**src/rtl/uart_pkg.sv**
```systemverilog
// Shared UART definitions: receiver state encoding, default frame geometry
// and the baud generator divider constants used by TX, RX and baud logic.
package uart_pkg;

   localparam logic [2:0] IDLE      = 3'd0;
   localparam logic [2:0] START     = 3'd1;
   localparam logic [2:0] DATA      = 3'd2;
   localparam logic [2:0] STOP      = 3'd3;
   localparam logic [2:0] WAIT_IDLE = 3'd4;

   localparam int unsigned DEF_DATA_BITS  = 8;
   localparam int unsigned DEF_OVERSAMPLE = 16;

   // Baud generator: one sample tick every BAUD_DIV system clocks
   localparam int unsigned CLK_FREQ_HZ = 50_000_000;
   localparam int unsigned BAUD_RATE   = 115_200;
   localparam int unsigned BAUD_DIV    = CLK_FREQ_HZ / (BAUD_RATE * DEF_OVERSAMPLE);

   function automatic logic maj3(input logic a, input logic b, input logic c);
      return (a & b) | (a & c) | (b & c);
   endfunction

endpackage

```
**src/rtl/uart_sync2.sv**
```systemverilog
// Two-flop synchronizer for an asynchronous level input; resets to 1 so an
// idle-high serial line looks idle straight out of reset.
module uart_sync2 (
   input  logic clk,
   input  logic reset,
   input  logic d_i,
   output logic q_o
);

   logic meta_q;
   logic sync_q;

   always_ff @(posedge clk or posedge reset) begin
      if (reset) begin
         meta_q <= 1'b1;
         sync_q <= 1'b1;
      end else begin
         meta_q <= d_i;
         sync_q <= meta_q;
      end
   end

   assign q_o = sync_q;

endmodule

```
**src/rtl/uart_rx_oversampled.sv**
```systemverilog
// Oversampled 8N1-style UART receiver clocked by clk, advanced by sample_tick.
// UART_RX_MAJORITY_EN: 2-of-3 majority vote around each bit centre.
module uart_rx_oversampled
   import uart_pkg::*;
#(
   parameter int unsigned DATA_BITS  = DEF_DATA_BITS,
   parameter int unsigned OVERSAMPLE = DEF_OVERSAMPLE
) (
   input  logic                 clk,
   input  logic                 reset,
   input  logic                 sample_tick,
   input  logic                 rx,
   output logic [DATA_BITS-1:0] data_out,
   output logic                 data_valid,
   output logic                 framing_error,
   output logic                 busy
);

   localparam int unsigned TW = $clog2(OVERSAMPLE);
   localparam int unsigned BW = $clog2(DATA_BITS + 1);
   localparam logic [TW-1:0] CNT_LAST = TW'(OVERSAMPLE - 1);

`ifdef UART_RX_MAJORITY_EN
   // Decision one tick after centre; START reload keeps bit centres aligned
   localparam logic [TW-1:0] START_DEC    = TW'(OVERSAMPLE / 2);
   localparam logic [TW-1:0] BIT_DEC      = '0;
   localparam logic [TW-1:0] START_RELOAD = TW'(1);
   localparam logic [TW-1:0] START_W0     = TW'(OVERSAMPLE / 2 - 2);
   localparam logic [TW-1:0] START_W1     = TW'(OVERSAMPLE / 2 - 1);
   localparam logic [TW-1:0] BIT_W0       = TW'(OVERSAMPLE - 2);
   localparam logic [TW-1:0] BIT_W1       = CNT_LAST;
`else
   localparam logic [TW-1:0] START_DEC    = TW'(OVERSAMPLE / 2 - 1);
   localparam logic [TW-1:0] BIT_DEC      = CNT_LAST;
   localparam logic [TW-1:0] START_RELOAD = '0;
`endif

   logic                 rx_s;
   logic                 bit_c;
   logic [TW-1:0]        tick_inc_c;
   logic [2:0]           state_q, state_d;
   logic [TW-1:0]        tick_q, tick_d;
   logic [BW-1:0]        bit_q, bit_d;
   logic [DATA_BITS-1:0] shift_q, shift_d;
   logic [DATA_BITS-1:0] data_q, data_d;
   logic                 valid_q, valid_d;
   logic                 ferr_q, ferr_d;
   logic                 busy_q, busy_d;

   uart_sync2 u_sync (
      .clk   (clk),
      .reset (reset),
      .d_i   (rx),
      .q_o   (rx_s)
   );

`ifdef UART_RX_MAJORITY_EN
   logic [1:0]    win_q, win_d;
   logic [TW-1:0] w0_c, w1_c;
   assign w0_c  = (state_q == START) ? START_W0 : BIT_W0;
   assign w1_c  = (state_q == START) ? START_W1 : BIT_W1;
   assign bit_c = maj3(win_q[0], win_q[1], rx_s);
`else
   assign bit_c = rx_s;
`endif

   assign tick_inc_c = (tick_q == CNT_LAST) ? '0 : tick_q + TW'(1);

   // Next-state and output logic; strobes self-clear every clk
   always_comb begin
      state_d = state_q;
      tick_d  = tick_q;
      bit_d   = bit_q;
      shift_d = shift_q;
      data_d  = data_q;
      valid_d = 1'b0;
      ferr_d  = 1'b0;
`ifdef UART_RX_MAJORITY_EN
      win_d   = win_q;
`endif
      if (sample_tick) begin
         tick_d = tick_inc_c;
`ifdef UART_RX_MAJORITY_EN
         if (tick_q == w0_c) win_d[0] = rx_s;
         if (tick_q == w1_c) win_d[1] = rx_s;
`endif
         case (state_q)
            IDLE: begin
               if (!rx_s) begin
                  state_d = START;
                  tick_d  = '0;
               end
            end
            START: begin
               if (tick_q == START_DEC) begin
                  if (!bit_c) begin
                     state_d = DATA;
                     tick_d  = START_RELOAD;
                     bit_d   = '0;
                  end else begin
                     state_d = IDLE;
                  end
               end
            end
            DATA: begin
               if (tick_q == BIT_DEC) begin
                  shift_d = {bit_c, shift_q[DATA_BITS-1:1]};
                  bit_d   = bit_q + BW'(1);
                  if (bit_q == BW'(DATA_BITS - 1)) state_d = STOP;
               end
            end
            STOP: begin
               if (tick_q == BIT_DEC) begin
                  data_d = shift_q;
                  if (bit_c) begin
                     valid_d = 1'b1;
                     state_d = IDLE;
                  end else begin
                     ferr_d  = 1'b1;
                     state_d = WAIT_IDLE;
                  end
               end
            end
            WAIT_IDLE: begin
               if (rx_s) state_d = IDLE;
            end
            default: state_d = IDLE;
         endcase
      end
      busy_d = (state_d != IDLE);
   end

   always_ff @(posedge clk or posedge reset) begin
      if (reset) begin
         state_q <= IDLE;
         tick_q  <= '0;
         bit_q   <= '0;
         shift_q <= '0;
         data_q  <= '0;
         valid_q <= 1'b0;
         ferr_q  <= 1'b0;
         busy_q  <= 1'b0;
`ifdef UART_RX_MAJORITY_EN
         win_q   <= 2'b11;
`endif
      end else begin
         state_q <= state_d;
         tick_q  <= tick_d;
         bit_q   <= bit_d;
         shift_q <= shift_d;
         data_q  <= data_d;
         valid_q <= valid_d;
         ferr_q  <= ferr_d;
         busy_q  <= busy_d;
`ifdef UART_RX_MAJORITY_EN
         win_q   <= win_d;
`endif
      end
   end

   assign data_out      = data_q;
   assign data_valid    = valid_q;
   assign framing_error = ferr_q;
   assign busy          = busy_q;

endmodule

```
**config.mk**
```make
export PLATFORM = sky130hd
export DESIGN_NAME = uart_rx_oversampled
export DESIGN_NICKNAME = d
export VERILOG_FILES = /design/src/rtl/uart_pkg.sv /design/src/rtl/uart_sync2.sv /design/src/rtl/uart_rx_oversampled.sv
export SDC_FILE = /design/constraint.sdc
export NUM_CORES = 1
export LEC_CHECK = 0
export BUFFER_PORTS_ARGS = -buffer_cell sky130_fd_sc_hd__buf_2
export CORE_MARGIN = 2
export CORE_UTILIZATION = 43
export DETAILED_ROUTE_END_ITERATION = 8
export GPL_TIMING_DRIVEN = 0
export PLACE_DENSITY = 0.58
export SLEW_MARGIN = 40
export SYNTH_ARGS = -nofsm -noshare
export SYNTH_HDL_FRONTEND = slang
export SYNTH_HIERARCHICAL = 1
export SYNTH_SLANG_ARGS = --single-unit
```
**constraint.sdc**
```tcl
create_clock -name clk -period 2.23 [get_ports clk]
set_input_delay 0.3345 -clock clk [delete_from_list [all_inputs] [get_ports clk]]
set_output_delay 0.3345 -clock clk [all_outputs]
set_load 0.01 [all_outputs]
```
==> metrics.csv, run 1 <==
stage,metric,value,unit
outcome,status,finished clean,
die,initial_utilization,45.1,%
critical_path,crit_type,reg2reg,
timing,fin_crit_sh,83.2,%
critical_path,max_stage_delay,400,ps
synth,synth.distinct_cells,39,
critical_path,r2r-start,tick_q[0],
clock_network,clock_path_buffers,2,
timing,worst_pin_slew,610,ps
synth,synth_top_area_cell,dfrtp_1,
timing,finalSetupTns,0,ps
pwr,switching_share,29.3,%
critical_path,crit_path_start,tick_q[0],
timing,fmax,0.539,GHz
timing,min_period,1850,ps
pwr,power_frac_seq,48.1,%
min_path,hp-class,in2async,
timing,fin_hold_ws,18.3,ps
critical_path,path_max_fanout,10,
critical_path,critical_path.cell_chain,ha_1 -> and2_2 -> nand4_1 -> nor2_4 -> mux2_2,
critical_path,startpoint_type,flop,
critical_path,critPathSlowestCell,dfrtp_1,
final_layout,num-nets-final,150,
pwr,power,1420,uW
final_layout,drive_above_1_share,40.0,%
clock_network,numCtsBuffers,5,
synth,synth-main-ff-cell,dfrtp_1,
route,vias,1034,
synth,synth_area,0.00151,mm^2
clock_network,clock_sinks,32,
synth,ys_async_sr_fraction,100,%
placed_design,gp_congestion,0.799,
pwr,peakVddDrop,0.000438,V
die,dieArea,0.00399,mm^2
clock_network,clockRootBuffer,clkbuf_4,
global_route,grt_pass1_vias,953,
placed_design,post-dp-hpwl,1.75,mm
pwr,comb_power_share,21.9,%
timing,hold_violations,0,
timing,clock_skew,3.44,ps
critical_path,rrSetupSlack,380,ps
placed_design,portBuffers,14,
timing,slew_viol_final,0,
pwr,leakagePower,0.000840,uW
timing,slew-limit-headroom,59.0,%
route,drt_iter0_markers,31,
timing,rsz0062_at_grt,false,
synth,synth_area_per_cell,12.2,um^2
die,die_h,63.2,um
route,avgViaCountPerCell,5.41,
synth,yosys-top-cells-count,"30 x dfrtp_1, 18 x mux2_2, 9 x o21ai_0",
critical_path,worstReg2RegEnd,shift_q[5],
global_route,grt_usage,15.0,%
synth,syn_nets,129,
pwr,p_sw,416,uW
synth,synth_top_area_share,49.9,%
die,rows,21,
global_route,overflow,0,
clock_network,cts_tree,done,
die,chipWidth,63.2,um
critical_path,crit_path_end_kind,flop,
pwr,power_frac_clock,30.0,%
synth,synth-edff-count,0,
route,drtPass1Iterations,4,
clock_network,clk_pin_slew,90,ps
critical_path,crit_end,shift_q[5],
clock_network,insertion_delay,330,ps
route,wl,2.56,mm
timing,final-setup-viol-count,0,
flow_run,max-cap-violations,0,
global_route,grt_pass1_wl,4.60,mm
critical_path,ff2ff_path_depth,5,
synth,yosysWarningCount,6,
clock_network,cts_setup_buffers,0,
critical_path,crit_arrival,2070,ps
die,num_io_pins,15,
clock_network,hold_buffers,0,
final_layout,diodes,0,
synth,synth_area_leaders,"dfrtp_1 50%, mux2_2 13%, dfstp_2 3.5%",
pwr,power.density,832,mW/mm^2
critical_path,cp_num_cells,5,
critical_path,critPathTopFamily,simple AND/OR/NAND/NOR gates,
clock_network,cts_resized,0,
synth,synth-seq-area-share,53.4,%
die,fp.coreArea,0.00334,mm^2
synth,postSynthCellCount,123,
route,wl_per_cell,13.4,um
critical_path,required,2450,ps
global_route,antenna_found_initial,0,
critical_path,cp_num_buf_inv,0,
final_layout,area_growth,13.5,%
pwr,power.internal,1010,uW
global_route,grt_start_max_net_pins,31,
clock_network,cts_htree_levels,2,
route,drtAntennaViolNets,0,
synth,ys_ff_latch,32,
synth,yosys.cell_count.top_type,dfrtp_1,
route,drc,0,
power by group through the flow:
stage / clock network, uW / logic [uW] / registers, uW
2_1_floorplan: 0 / 249 / 686
3_3_place_gp: 0 / 303 / 690
3_5_place_dp: 0 / 310 / 693
4_1_cts: 441 / 311 / 682
5_1_grt: 472 / 353 / 691
6_report: 426 / 311 / 684
cells by family after synthesis:
family / synth area share, %
multiplexers: 14.1
buffers and inverters: 3.74
flip-flops: 53.4
adder cells (fa/ha/maj): 1.66
AND/OR/NAND/NOR: 17.7
AO/OA/AOI/OAI: 9.39
metal layers:
metal | routed length, um | GRT usage (%) | vias up | part of all wire, %
li1 | - | - | 491 | -
met1 | 1230 | 21.6 | 505 | 48
met2 | 1120 | 19.8 | 31 | 44
met3 | 141 | 3.93 | 7 | 5.5
met4 | 64 | 9.17 | 0 | 2.5
met5 | 0 | 0 | - | 0
worst min path at each step:
stage,startpoint,end,slack (ps),cells after the start
finish,reset,u_sync/q_o,20,2
global route,reset,u_sync/q_o,5,2
CTS,reset,u_sync/q_o,2,2
detailed placement,u_sync/meta_q,u_sync/q_o,350,0
global placement,u_sync/meta_q,u_sync/q_o,350,0
floorplan,reset,u_sync/meta_q,250,1
through the flow:
stage               setup WS [ps]  instance area (um^2)  cells  utilization, %
floorplan                     575                  1510    123               -
detailed placement            376                  1630    183            48.9
global placement              388                  1630    183            48.9
CTS                           352                  1710    191            51.2
finish                        375                  1710    191            51.2
global route                  263                  1710    191            51.2
layout make-up:
| class | count | area [um^2] |
|---|---|---|
| inverters | 4 | 15.0 |
| flip-flops and latches | 32 | 803 |
| multi-input cells | 80 | 646 |
| clock inverters | 2 | 35.0 |
| repair buffers | 14 | 70.1 |
| well taps | 46 | 57.6 |
| plain buffers | 7 | 41.3 |
| fillers | 326 | 1630 |
| clock buffers | 6 | 41.3 |
cell usage in the layout, fill, tap and decap left out, types with 3 or more instances in the layout:
cell and instances:
mux2_2 18, o21ai_0 9, o31ai_1 3, buf_2 17, dfrtp_1 30, clkbuf_4 5
nand3b_1 3, nand2_1 8, nor2_1 5, nand3_1 3, inv_1 3
sequential cells by signal (all words and copies together), names as in the netlist:
register and flops:
data_out 8, state_q 3, shift_q 8, u_sync/q_o 1, u_sync/meta_q 1, framing_error 1
data_valid 1, busy 1, bit_q 4, tick_q 4
No activity file was read; power rests on OpenSTA's default activity.
==> run 2, diff against run 1 <==
--- a/config.mk
+++ b/config.mk
@@ -10,7 +10,7 @@
 export CORE_UTILIZATION = 43
 export DETAILED_ROUTE_END_ITERATION = 8
 export GPL_TIMING_DRIVEN = 0
-export PLACE_DENSITY = 0.58
+export PLACE_DENSITY = 0.6
 export SLEW_MARGIN = 40
 export SYNTH_ARGS = -nofsm -noshare
 export SYNTH_HDL_FRONTEND = slang
==> constraint.sdc (replaced) <==
create_clock -name clk -period 1.57 [get_ports clk]
set_input_delay 0.2355 -clock clk [delete_from_list [all_inputs] [get_ports clk]]
set_output_delay 0.2355 -clock clk [all_outputs]
set_load 0.01 [all_outputs]
==> metrics.csv, run 2 (synthesis gave the netlist of run 1 again) <==
stage,metric,value,unit
outcome,status,"finished, violations left",
outcome,violations,negative setup slack,
pwr,power_frac_clock,24.4,%
timing,finalSetupTns,-899,ps
timing,slew-limit-headroom,57.3,%
clock_network,clockRootBuffer,clkbuf_4,
pwr,power,2060,uW
clock_network,cts_htree_levels,2,
final_layout,drive_above_1_share,48.4,%
min_path,hp-class,in2reg,
flow_run,max-cap-violations,0,
critical_path,startpoint_type,flop,
pwr,comb_power_share,28.3,%
clock_network,insertion_delay,340,ps
die,chipWidth,63.2,um
critical_path,critPathSlowestCell,dfrtp_1,
route,drt_iter0_markers,92,
clock_network,clock_sinks,32,
final_layout,final_common_cell,dfrtp_1,
die,initial_utilization,45.1,%
placed_design,post-place-ws,-197,ps
critical_path,max_stage_delay,400,ps
critical_path,crit_type,reg2reg,
die,rows,21,
route,drtAntennaViolNets,0,
critical_path,required,1800,ps
pwr,power_frac_seq,47.3,%
timing,hold_violations,0,
final_layout,layout_common_cells,"30 x dfrtp_1, 18 x buf_2, 17 x mux2_2, 9 x buf_4, 8 x nand2_1",
critical_path,cp_num_buf_inv,2,
route,drc,0,
placed_design,gp_congestion,0.792,
clock_network,numCtsBuffers,5,
global_route,grt_usage,16.8,%
placed_design,place_inst,183,
die,num_io_pins,15,
clock_network,cts_tree,done,
critical_path,critical_path.cell_chain,buf_6 -> and2b_2 -> nand4_1 -> nor2_4 -> buf_12 -> mux2_2,
global_route,grt_pass1_wl,5.10,mm
timing,slew_viol_final,0,
route,wl,3.03,mm
timing,worst_pin_slew,639,ps
timing,fmax,0.599,GHz
timing,setup_ws,-99.4,ps
final_layout,diodes,0,
final_layout,area_growth,26.2,%
pwr,peakVddDrop,0.000674,V
global_route,overflow,0,
critical_path,crit_arrival,1900,ps
pwr,power.density,1090,mW/mm^2
pwr,switching_share,32.1,%
timing,final-setup-viol-count,15,
critical_path,crit_path_end_kind,flop,
route,wl_per_cell,14.6,um
clock_network,clock_path_buffers,2,
final_layout,num-nets-final,166,
final_layout,fin_cells,207,
global_route,grt_start_max_net_pins,31,
critical_path,critPathTopFamily,simple AND/OR/NAND/NOR gates,
global_route,antenna_found_initial,0,
clock_network,clk_pin_slew,110,ps
placed_design,portBuffers,14,
route,avgViaCountPerCell,5.36,
timing,min_period,1670,ps
timing,clock_skew,9.87,ps
route,vias,1109,
die,fp.coreArea,0.00334,mm^2
timing,rsz0062_at_grt,true,
route,drtPass1Iterations,4,
global_route,grt_pass1_vias,1106,
final_layout,utilization,56.9,%
die,die_h,63.2,um
pwr,p_sw,662,uW
pwr,leakagePower,0.000937,uW
critical_path,path_max_fanout,9,
timing,fin_crit_sh,106,%
pwr,power.internal,1400,uW
placed_design,post-dp-hpwl,1.76,mm
die,dieArea,0.00399,mm^2
run 2: cell count changes in the layout (fill, tap and decap cells not counted), sizes merged:
cell	previous run	this run
buf	20	33
bufinv	1	0
clkinv	1	2
nand2	9	10
dlygate4sd3	0	2
run 2: path summary, 6_finish.rpt:
path                               startpoint  cells past startpoint            end  slack [ps]
worst max register to register     state_q[2]                      6     shift_q[2]        -100
worst min register to register  u_sync/meta_q                      0     u_sync/q_o         360
min in group asynchronous               reset                      3  u_sync/meta_q         470
worst min-delay path              sample_tick                      2      tick_q[1]         180
max in group asynchronous               reset                      3    data_out[2]         630
worst max-delay path               state_q[2]                      6     shift_q[2]        -100
run 2: power by group through the flow:
stage	Clock, uW	Sequential, uW	Combinational [uW]
final	504	976	585
after global routing	568	985	647
after CTS	526	970	537
after detailed placement	0	992	453
after global placement	0	988	444
after floorplan	0	983	366
run 2: through the flow:
stage | area (um^2) | hold slack [ps]
global placement | 1650 | 268
floorplan | 1520 | 147
finish | 1900 | 179
global route | 1900 | 167
CTS | 1830 | 166
detailed placement | 1650 | 280
run 2: timing repair:
| action | 4_1_cts | 5_1_grt |
|---|---|---|
| gates cloned | 1 | 1 |
| endpoints found under the hold margin | 33 | 0 |
| setup endpoints to repair | 23 | 26 |
| hold buffers | 2 | 0 |
| pin swaps | 8 | 7 |
| resized for setup | 9 | 8 |
| setup buffers | 8 | 4 |
run 2: layout make-up:
type	count	area, um^2
clock buffers	6	51.3
plain buffers	7	52.6
multi-input cells	81	704
inverters	4	15.0
flip-flops and latches	32	803
well taps	46	57.6
clock inverters	2	10.0
fillers	281	1440
repair buffers	29	205
run 2: routing by layer:
layer / routed length (um) / vias to the layer above / global-route usage [%]
li1: - / 519 / -
met1: 1270 / 541 / 20.6
met2: 1510 / 36 / 26.2
met3: 155 / 13 / 5.54
met4: 99 / 0 / 8.89
met5: 0 / - / 0
==> run 3, diff against run 2 <==
--- a/config.mk
+++ b/config.mk
@@ -10,7 +10,9 @@
 export CORE_UTILIZATION = 43
 export DETAILED_ROUTE_END_ITERATION = 8
 export GPL_TIMING_DRIVEN = 0
+export HOLD_SLACK_MARGIN = 0.02
 export PLACE_DENSITY = 0.6
+export SETUP_SLACK_MARGIN = 0.5
 export SLEW_MARGIN = 40
 export SYNTH_ARGS = -nofsm -noshare
 export SYNTH_HDL_FRONTEND = slang
==> constraint.sdc (replaced) <==
create_clock -name clk -period 1.53 [get_ports clk]
set_input_delay 0.2295 -clock clk [delete_from_list [all_inputs] [get_ports clk]]
set_output_delay 0.2295 -clock clk [all_outputs]
set_load 0.01 [all_outputs]
==> metrics.csv, run 3 (synthesis gave the netlist of run 1 again) <==
stage,metric,value,unit
outcome,status,"finished, violations left",
outcome,violations,negative setup slack,
timing,worst_pin_slew,510,ps
final_layout,layout_common_cells,"30 x dfrtp_1, 15 x buf_4, 15 x buf_2",
critical_path,crit_path_end_kind,flop,
die,die_h,63.2,um
die,rows,21,
placed_design,post-dp-hpwl,1.86,mm
pwr,comb_power_share,31.8,%
timing,setup_ws,-136,ps
clock_network,cts_tree,done,
pwr,switching_share,32.7,%
clock_network,cts_htree_levels,2,
critical_path,critical_path.cell_chain,ha_4 -> and2_4 -> nand4_1 -> buf_6 -> nor2_4 -> mux2_4,
final_layout,diodes,0,
global_route,overflow,0,
min_path,min_to,tick_q[1],
placed_design,placed_area,0.00168,mm^2
die,fp.coreArea,0.00334,mm^2
pwr,p_sw,729,uW
global_route,grt_pass1_vias,1162,
flow_run,max-cap-violations,0,
pwr,peakVddDrop,0.000498,V
critical_path,critPathSlowestCell,dfrtp_1,
clock_network,insertion_delay,340,ps
critical_path,crit_type,reg2reg,
timing,slew_viol_final,0,
timing,finalSetupTns,-1360,ps
timing,clock_skew,11.1,ps
critical_path,path_max_fanout,5,
route,drt_iter0_markers,50,
route,wl_per_cell,15.3,um
timing,fin_crit_sh,109,%
placed_design,gp_congestion,0.763,
pwr,leakagePower,0.000999,uW
die,dieArea,0.00399,mm^2
critical_path,cp_num_buf_inv,1,
pwr,power_frac_seq,45.0,%
timing,fmax,0.600,GHz
route,drtAntennaViolNets,0,
route,wl,3.30,mm
global_route,grt_start_max_net_pins,31,
die,num_io_pins,15,
route,avgViaCountPerCell,5.43,
clock_network,clk_pin_slew,100,ps
timing,final-setup-viol-count,21,
min_path,hp-class,in2reg,
critical_path,critPathTopFamily,simple AND/OR/NAND/NOR gates,
route,drc,0,
die,initial_utilization,45.1,%
min_path,holdPathStages,2,
global_route,grt_pass1_wl,5.44,mm
critical_path,ff2ff_path_depth,6,
clock_network,clockRootBuffer,clkbuf_4,
pwr,power.density,1070,mW/mm^2
critical_path,startpoint_type,flop,
final_layout,final_area,0.00207,mm^2
timing,min_period,1670,ps
timing,rsz0062_at_grt,true,
clock_network,numCtsBuffers,5,
timing,slew-limit-headroom,65.9,%
critical_path,r2r-start,tick_q[0],
route,vias,1168,
min_path,hp-start,sample_tick,
final_layout,area_growth,37.7,%
critical_path,crit_path_start,tick_q[0],
pwr,power_frac_clock,23.2,%
global_route,grt_usage,18.0,%
critical_path,rrSetupSlack,-140,ps
final_layout,num-nets-final,174,
final_layout,final_common_cell,dfrtp_1,
die,chipWidth,63.2,um
critical_path,required,1750,ps
final_layout,drive_above_1_share,54.4,%
final_layout,utilization,62.1,%
placed_design,portBuffers,14,
clock_network,clock_sinks,32,
critical_path,max_stage_delay,420,ps
global_route,antenna_found_initial,0,
timing,hold_violations,0,
pwr,power.internal,1500,uW
critical_path,worstReg2RegEnd,shift_q[7],
critical_path,crit_arrival,1890,ps
route,drtPass1Iterations,4,
clock_network,clock_path_buffers,2,
[run 3: cell count changes in the layout (fill, tap and decap cells not counted), moves of 4 or more]
cell	before	now
buf_4	9	15
o21ai_1	1	6
mux2_2	17	9
o21ai_0	7	1
buf_6	5	9
mux2_4	1	9
[run 3: through the flow]
step | worst slack [ps] | hold slack [ps] | total power [uW] | instances
6_report | -136 | 181 | 2230 | 215
3_3_place_gp | -191 | 264 | 1490 | 183
4_1_cts | -102 | 174 | 2120 | 208
3_5_place_dp | -210 | 280 | 1520 | 183
2_1_floorplan | -60.5 | 141 | 1410 | 123
5_1_grt | -212 | 164 | 2360 | 215
[run 3: layer usage]
| metal | track usage, % | routed length [um] |
|---|---|---|
| met1 | 22.4 | 1440 |
| met2 | 27.3 | 1590 |
| met3 | 6.25 | 148 |
| met4 | 10.3 | 116 |
| met5 | 0 | 0 |
[run 3: worst max-delay path by stage]
stage,end,slack (ps),cells after the start
3_3_place_gp,shift_q[2],-190,5
3_5_place_dp,shift_q[2],-210,5
6_report,shift_q[7],-140,6
4_1_cts,shift_q[7],-100,6
2_1_floorplan,shift_q[0],-60,5
5_1_grt,shift_q[7],-210,6
[run 3: timing repair]
action	in CTS	in global routing
hold endpoints to repair	33	0
cloned	2	1
pin swaps	7	9
resized for setup	19	20
setup buffers	13	6
hold buffers	2	0
setup endpoints to repair	41	71
[run 3: power groups by stage]
stage	sequential, uW	clock (uW)	combinational, uW
global placement	1020	0	477
detailed placement	1020	0	493
CTS	996	528	592
finish	1000	516	709
floorplan	1010	0	397
global route	1010	573	776
[run 3: final cells by class]
class	instances	area, um^2
Multi-Input combinational cell	82	807
Tap cell	46	57.6
Clock buffer	6	51.3
Timing Repair Buffer	36	256
Clock inverter	2	10.0
Buffer	7	71.3
Inverter	4	16.3
Sequential cell	32	803
Fill cell	284	1260
